File: config.mk
export PLATFORM = sky130hd
export DESIGN_NAME = line_steer_controller
export DESIGN_NICKNAME = d
export VERILOG_FILES = /design/src/rtl/line_ctrl_pkg.sv /design/src/rtl/slew_limiter.sv /design/src/rtl/line_steer_controller.sv
export SDC_FILE = /design/constraint.sdc
export NUM_CORES = 1
export LEC_CHECK = 0
export CORE_UTILIZATION = 60
export DETAILED_ROUTE_END_ITERATION = 8
export PLACE_DENSITY = 0.82
export SYNTH_ARGS = -nofsm -noshare
export SYNTH_HDL_FRONTEND = slang
export SYNTH_SLANG_ARGS = --single-unit
File: constraint.sdc
create_clock -name clk -period 10.2 [get_ports clk]
set_clock_uncertainty 0.15 [all_clocks]
set_input_delay 1.02 -clock clk [delete_from_list [all_inputs] [get_ports clk]]
set_output_delay 1.02 -clock clk [all_outputs]
set_load 0.005 [all_outputs]
File: src/rtl/line_ctrl_pkg.sv
// Shared definitions for the line-following wheel controller.
//   state_e   : controller state encoding (value is visible on the state port)
//   sat_sym   : symmetric saturation to a signed width (never the most negative code)
//   clamp_sym : symmetric clamp to +/- a limit
package line_ctrl_pkg;

   typedef enum logic [1:0] {
      ST_IDLE    = 2'd0,
      ST_TRACK   = 2'd1,
      ST_SEARCH  = 2'd2,
      ST_STOPPED = 2'd3
   } state_e;

   // Saturate v into [-(2^(w-1)-1), +(2^(w-1)-1)].
   function automatic logic signed [31:0] sat_sym(input logic signed [31:0] v, input int w);
      logic signed [31:0] lim;
      lim = $signed((32'd1 << (w - 1)) - 32'd1);
      if (v > lim)
         return lim;
      else if (v < -lim)
         return -lim;
      else
         return v;
   endfunction

   // Clamp v into [-lim, +lim].
   function automatic logic signed [31:0] clamp_sym(input logic signed [31:0] v, input int lim);
      logic signed [31:0] l;
      l = lim;
      if (v > l)
         return l;
      else if (v < -l)
         return -l;
      else
         return v;
   endfunction

endpackage

File: src/rtl/slew_limiter.sv
// Per-wheel slew-rate limiter. The registered output moves towards the target
// by at most RAMP_STEP per enabled clock; clear forces it to zero immediately.
// Ports:
//   clk       in   clock
//   reset     in   synchronous active-high reset (output -> 0)
//   clr_i     in   force output to 0 at the next edge
//   step_i    in   take one slew step towards target_i
//   target_i  in   signed target value (already saturated by the caller)
//   out_o     out  signed registered output
module slew_limiter
   import line_ctrl_pkg::*;
#(
   parameter int WHEEL_W   = 8,
   parameter int RAMP_STEP = 4
) (
   input  logic                      clk,
   input  logic                      reset,
   input  logic                      clr_i,
   input  logic                      step_i,
   input  logic signed [WHEEL_W-1:0] target_i,
   output logic signed [WHEEL_W-1:0] out_o
);

   logic signed [WHEEL_W-1:0] out_q, out_d;

   // The step never overshoots the target and the target is in range, so the
   // sum cannot wrap.
   always_comb begin
      out_d = out_q;
      if (clr_i)
         out_d = '0;
      else if (step_i)
         out_d = out_q + WHEEL_W'(clamp_sym(32'(target_i) - 32'(out_q), RAMP_STEP));
   end

   always_ff @(posedge clk) begin
      if (reset)
         out_q <= '0;
      else
         out_q <= out_d;
   end

   assign out_o = out_q;

endmodule

File: src/rtl/line_steer_controller.sv
// Line-following wheel controller: weighted-position proportional steering
// from an N-wide sensor bar, per-wheel slew limiting, and a lost-line
// search / stop state machine.
// Ports:
//   clk          in   system clock
//   reset        in   synchronous active-high reset
//   enable       in   run; low forces IDLE and zero wheels
//   sensors      in   N_SENSORS bits, 1 = line under sensor i (bit 0 leftmost)
//   speed        in   unsigned base forward speed
//   wheel_left   out  signed left wheel command (registered)
//   wheel_right  out  signed right wheel command (registered)
//   state        out  0 IDLE, 1 TRACK, 2 SEARCH, 3 STOPPED
//   line_lost    out  high in SEARCH and STOPPED
module line_steer_controller
   import line_ctrl_pkg::*;
#(
   parameter int N_SENSORS    = 4,
   parameter int SPEED_W      = 6,
   parameter int WHEEL_W      = 8,
   parameter int K_P          = 4,
   parameter int RAMP_STEP    = 4,
   parameter int SEARCH_SPEED = 16,
   parameter int LOST_TIMEOUT = 1000
) (
   input  logic                      clk,
   input  logic                      reset,
   input  logic                      enable,
   input  logic [N_SENSORS-1:0]      sensors,
   input  logic [SPEED_W-1:0]        speed,
   output logic signed [WHEEL_W-1:0] wheel_left,
   output logic signed [WHEEL_W-1:0] wheel_right,
   output logic [1:0]                state,
   output logic                      line_lost
);

   localparam int INT_W   = WHEEL_W + 6;
   localparam int TIMER_W = (LOST_TIMEOUT > 1) ? $clog2(LOST_TIMEOUT) : 1;
   localparam logic signed [WHEEL_W-1:0] SRCH = WHEEL_W'(SEARCH_SPEED);

   state_e                   state_q, state_d;
   logic [N_SENSORS-1:0]     sensors_q;
   logic                     last_dir_q, last_dir_d;   // 1 = right (+1), 0 = left (-1)
   logic [TIMER_W-1:0]       timer_q, timer_d;

   logic signed [INT_W-1:0]   err, corr, raw_l, raw_r;
   logic signed [WHEEL_W-1:0] trk_l, trk_r, tgt_l, tgt_r;
   logic                      clr, step;

   // Weighted position error and saturated tracking targets.
   always_comb begin
      err = '0;
      for (int i = 0; i < N_SENSORS; i++) begin
         if (sensors_q[i])
            err = err + $signed(INT_W'(2 * i - (N_SENSORS - 1)));
      end
      corr  = err * $signed(INT_W'(K_P));
      raw_l = $signed(INT_W'(speed)) + corr;
      raw_r = $signed(INT_W'(speed)) - corr;
      trk_l = WHEEL_W'(sat_sym(32'(raw_l), WHEEL_W));
      trk_r = WHEEL_W'(sat_sym(32'(raw_r), WHEEL_W));
   end

   always_comb begin
      state_d    = state_q;
      timer_d    = timer_q;
      last_dir_d = last_dir_q;
      clr        = 1'b0;
      step       = 1'b0;
      tgt_l      = trk_l;
      tgt_r      = trk_r;
      if (!enable) begin
         state_d = ST_IDLE;
         timer_d = '0;
         clr     = 1'b1;
      end else begin
         unique case (state_q)
            ST_IDLE: begin
               state_d = ST_TRACK;
               clr     = 1'b1;
            end
            ST_TRACK: begin
               // On the edge the line disappears the wheels hold their value.
               if (sensors_q == '0) begin
                  state_d = ST_SEARCH;
                  timer_d = '0;
               end else begin
                  step = 1'b1;
                  if (err > 0)
                     last_dir_d = 1'b1;
                  else if (err < 0)
                     last_dir_d = 1'b0;
               end
            end
            ST_SEARCH: begin
               // Spin on the spot towards the side the line was last seen.
               step  = 1'b1;
               tgt_l = last_dir_q ? SRCH : -SRCH;
               tgt_r = last_dir_q ? -SRCH : SRCH;
               if (sensors_q != '0)
                  state_d = ST_TRACK;
               else if (timer_q == TIMER_W'(LOST_TIMEOUT - 1))
                  state_d = ST_STOPPED;
               else
                  timer_d = timer_q + 1'b1;
            end
            ST_STOPPED: begin
               clr = 1'b1;
               if (sensors_q != '0)
                  state_d = ST_TRACK;
            end
            default: state_d = ST_IDLE;
         endcase
      end
   end

   always_ff @(posedge clk) begin
      if (reset) begin
         state_q    <= ST_IDLE;
         sensors_q  <= '0;
         last_dir_q <= 1'b1;
         timer_q    <= '0;
      end else begin
         state_q    <= state_d;
         sensors_q  <= sensors;
         last_dir_q <= last_dir_d;
         timer_q    <= timer_d;
      end
   end

   slew_limiter #(.WHEEL_W(WHEEL_W), .RAMP_STEP(RAMP_STEP)) u_slew_l (
      .clk      (clk),
      .reset    (reset),
      .clr_i    (clr),
      .step_i   (step),
      .target_i (tgt_l),
      .out_o    (wheel_left)
   );

   slew_limiter #(.WHEEL_W(WHEEL_W), .RAMP_STEP(RAMP_STEP)) u_slew_r (
      .clk      (clk),
      .reset    (reset),
      .clr_i    (clr),
      .step_i   (step),
      .target_i (tgt_r),
      .out_o    (wheel_right)
   );

   assign state     = state_q;
   assign line_lost = (state_q == ST_SEARCH) || (state_q == ST_STOPPED);

endmodule

==> flow_metrics.py <==
metrics = {
    "grt": {
        "antenna_found_initial": 0,
        "grt_overflow": 0,
        "grt_pass1_wl_um": 17800,
        "grtUsageTotal": 0.297,
        "grt_pass1_vias": 3842,
        "grt_max_degree": 29,
    },
    "sta": {
        "min_period_over_period": 0.876,
        "fin_tns_setup_ps": 0,
        "rsz0062_at_grt": "false",
        "fmax_mhz": 112,
        "maxSlewHeadroom": 0.335,
        "period_minus_slack_ps": 8930,
        "setup_viol": 0,
        "timing.hold.ws_ps": 352,
        "drv_slew": 0,
        "worst_pin_slew_ps": 984,
        "hold_viol": 0,
    },
    "final_layout": {
        "diodes": 0,
        "fin_cells": 668,
        "final_cell_mix": "ha_1 (56), nor2_1 (50), inv_1 (43)",
        "syn_to_final_growth_pct": 11.1,
        "final_common_cell": "ha_1",
        "seqCellArea_um2": 661,
        "multi_input_comb_area_mm2": 0.00334,
        "fin_nets": 647,
        "drive_above_1_share": 0.0507,
        "fillers": 607,
    },
    "routing": {
        "postRouteAntennaNets": 0,
        "drcViolationCount": 0,
        "routed_wl_um": 10500,
        "num_vias": 4105,
        "dr.pass1.iters": 5,
        "routed_via_density": 6.15,
        "drt-wirelength-per-cell_um": 15.7,
        "drt_iter0_drc": 321,
    },
    "logic_synthesis": {
        "synth_cells": 549,
        "syn_area_mm2": 0.00423,
        "avgSynthCellArea_um2": 7.71,
        "ys.flop_type": "dfxtp_1",
        "ys_ff_latch": 33,
        "ys_seq_area_frac": 0.156,
        "synth_warnings": 0,
        "synth_edf_count": 0,
        "yosysUniqueCellTypes": 66,
        "synth_nets": 625,
        "async_flop_share": 0,
    },
    "die": {
        "dieArea_mm2": 0.00739,
        "core_area_mm2": 0.00679,
        "die_h_um": 86.0,
        "dieWidth_um": 86.0,
        "row_count": 30,
        "num_io_pins": 32,
        "initial_utilization": 0.623,
    },
    "pwr": {
        "total_power_uw": 630,
        "power_density_mw_per_mm2": 134,
        "peakVddDrop_mv": 0.0977,
        "cellLeakagePower_nw": 1.85,
    },
    "job": {
        "maxCapViolCount": 0,
    },
    "setup_path": {
        "cp.required_ps": 10260,
        "rrSetupSlack_ps": 1270,
        "timing.rr.start": "sensors_q[0]",
        "endpoint": "u_slew_l.out_o[7]",
        "cp_slowest_cell": "a2111oi_0",
        "crit_start": "sensors_q[0]",
        "crit_arrival_ps": 9000,
        "cpMostUsedCell": "ha_1",
        "cp-end-kind": "flop",
        "crit_type": "reg -> reg",
        "r2r_cells": 31,
        "cpPeakStageDelay_ps": 750,
        "startpoint_type": "flop",
        "regToRegEndpoint": "u_slew_l.out_o[7]",
        "crit_fanout": 14,
    },
    "place": {
        "gp_routability_congestion": 0.979,
        "hpwl_um": 8330,
        "port_buffers": 31,
        "placed_cells": 660,
    },
    "cts": {
        "h-tree-depth": 2,
        "clock_sinks": 33,
        "cts_tree": "built",
        "holdBufCountCts": 0,
        "postCtsSetupBuffers": 0,
        "clk_latency_ps": 280,
        "cts_buffer_depth": 2,
        "cts_buffers": 5,
        "cts-root-buf": "clkbuf_8",
        "post_cts_resized": 0,
        "clkSlewWorstSetupHoldPaths_ps": 70,
    },
    "worst_hold_path": {
        "hold_path.class": "reg -> reg",
    },
    "run_status": {
        "status": "complete, no violations",
    },
}
## cells by family after synthesis
logic type	after synthesis	synth area share
simple gates	203	0.256
compound gates	145	0.238
xor+xnor	34	0.0704
mux	11	0.0269
fa+ha+maj	63	0.199
buf+inv	60	0.0535
flops	33	0.156
## how the worst min path moves through the flow
stage | slack, ps | endpoint | start | cells after the start
floorplan | 310 | last_dir_q | last_dir_q | 2
global placement | 330 | u_slew_l.out_o[3] | u_slew_l.out_o[3] | 2
detailed placement | 350 | u_slew_l.out_o[3] | u_slew_l.out_o[3] | 2
CTS | 360 | u_slew_r.out_o[5] | u_slew_r.out_o[5] | 2
global route | 380 | u_slew_l.out_o[3] | u_slew_l.out_o[3] | 2
finish | 350 | u_slew_r.out_o[5] | u_slew_r.out_o[5] | 2
## layer usage
layer | vias up | routed length, um | global-route usage
met2 | 131 | 5110 | 0.509
met3 | 15 | 508 | 0.0260
met5 | - | 0 | 0
met4 | 0 | 146 | 0.0939
met1 | 1920 | 4730 | 0.393
li1 | 2039 | - | -
## layout make-up
| type | count | share of cell area |
|---|---|---|
| Timing Repair Buffer | 31 | 0.0660 |
| Clock buffer | 7 | 0.0205 |
| Clock inverter | 1 | 0.00106 |
| Inverter | 44 | 0.0351 |
| Multi-Input combinational cell | 456 | 0.711 |
| Tap cell | 96 | 0.0255 |
| Sequential cell | 33 | 0.141 |
## cells in the mapped netlist (all sizes together), types with 7 or more instances
master / count / area [um^2]
a211oi: 13 / 97.6
a21o: 12 / 90.1
a21oi: 36 / 180
clkbuf: 11 / 41.3
dfxtp: 33 / 661
fa: 7 / 140
ha: 56 / 701
inv: 43 / 161
mux2i: 8 / 80.1
nand2: 38 / 143
nand2b: 16 / 100
nand3: 7 / 35.0
nor2: 50 / 188
nor2b: 15 / 93.8
nor3: 18 / 95.1
nor4: 7 / 43.8
o21a: 9 / 67.6
o21ai: 21 / 105
or2: 10 / 62.6
xnor2: 14 / 123
xor2: 20 / 175
## sequential cells by signal, indices dropped and copies added (netlist names)
register        cells
state               2
sensors_q           4
last_dir_q          1
u_slew_l.out_o      8
u_slew_r.out_o      8
timer_q            10
## worst max-delay path: cells and delay by family, from the launching register on
family	cells	cell delay (ps)
flip-flops	1	370
adder cells (fa/ha/maj)	5	1540
multiplexers	2	530
AND/OR/NAND/NOR	10	2010
XOR/XNOR	1	140
AO/OA/AOI/OAI	11	3590
buffers and inverters	2	520
## stage by stage
stage | instance area [um^2] | utilization | setup WS [ps]
finish | 4700 | 0.692 | 1270
global route | 4700 | 0.692 | 668
CTS | 4700 | 0.692 | 1510
detailed placement | 4600 | 0.677 | 1550
global placement | 4600 | 0.677 | 1850
floorplan | 4230 | - | 2460
## power breakdown
| group | switching, mW | total [mW] | leakage (nW) | internal, mW |
|---|---|---|---|---|
| combinational | 0.224 | 0.389 | 1.53 | 0.165 |
| sequential | 0.00322 | 0.133 | 0.267 | 0.130 |
| clock | 0.0471 | 0.108 | 0.0542 | 0.0610 |
(Power assumes the default switching activity.)
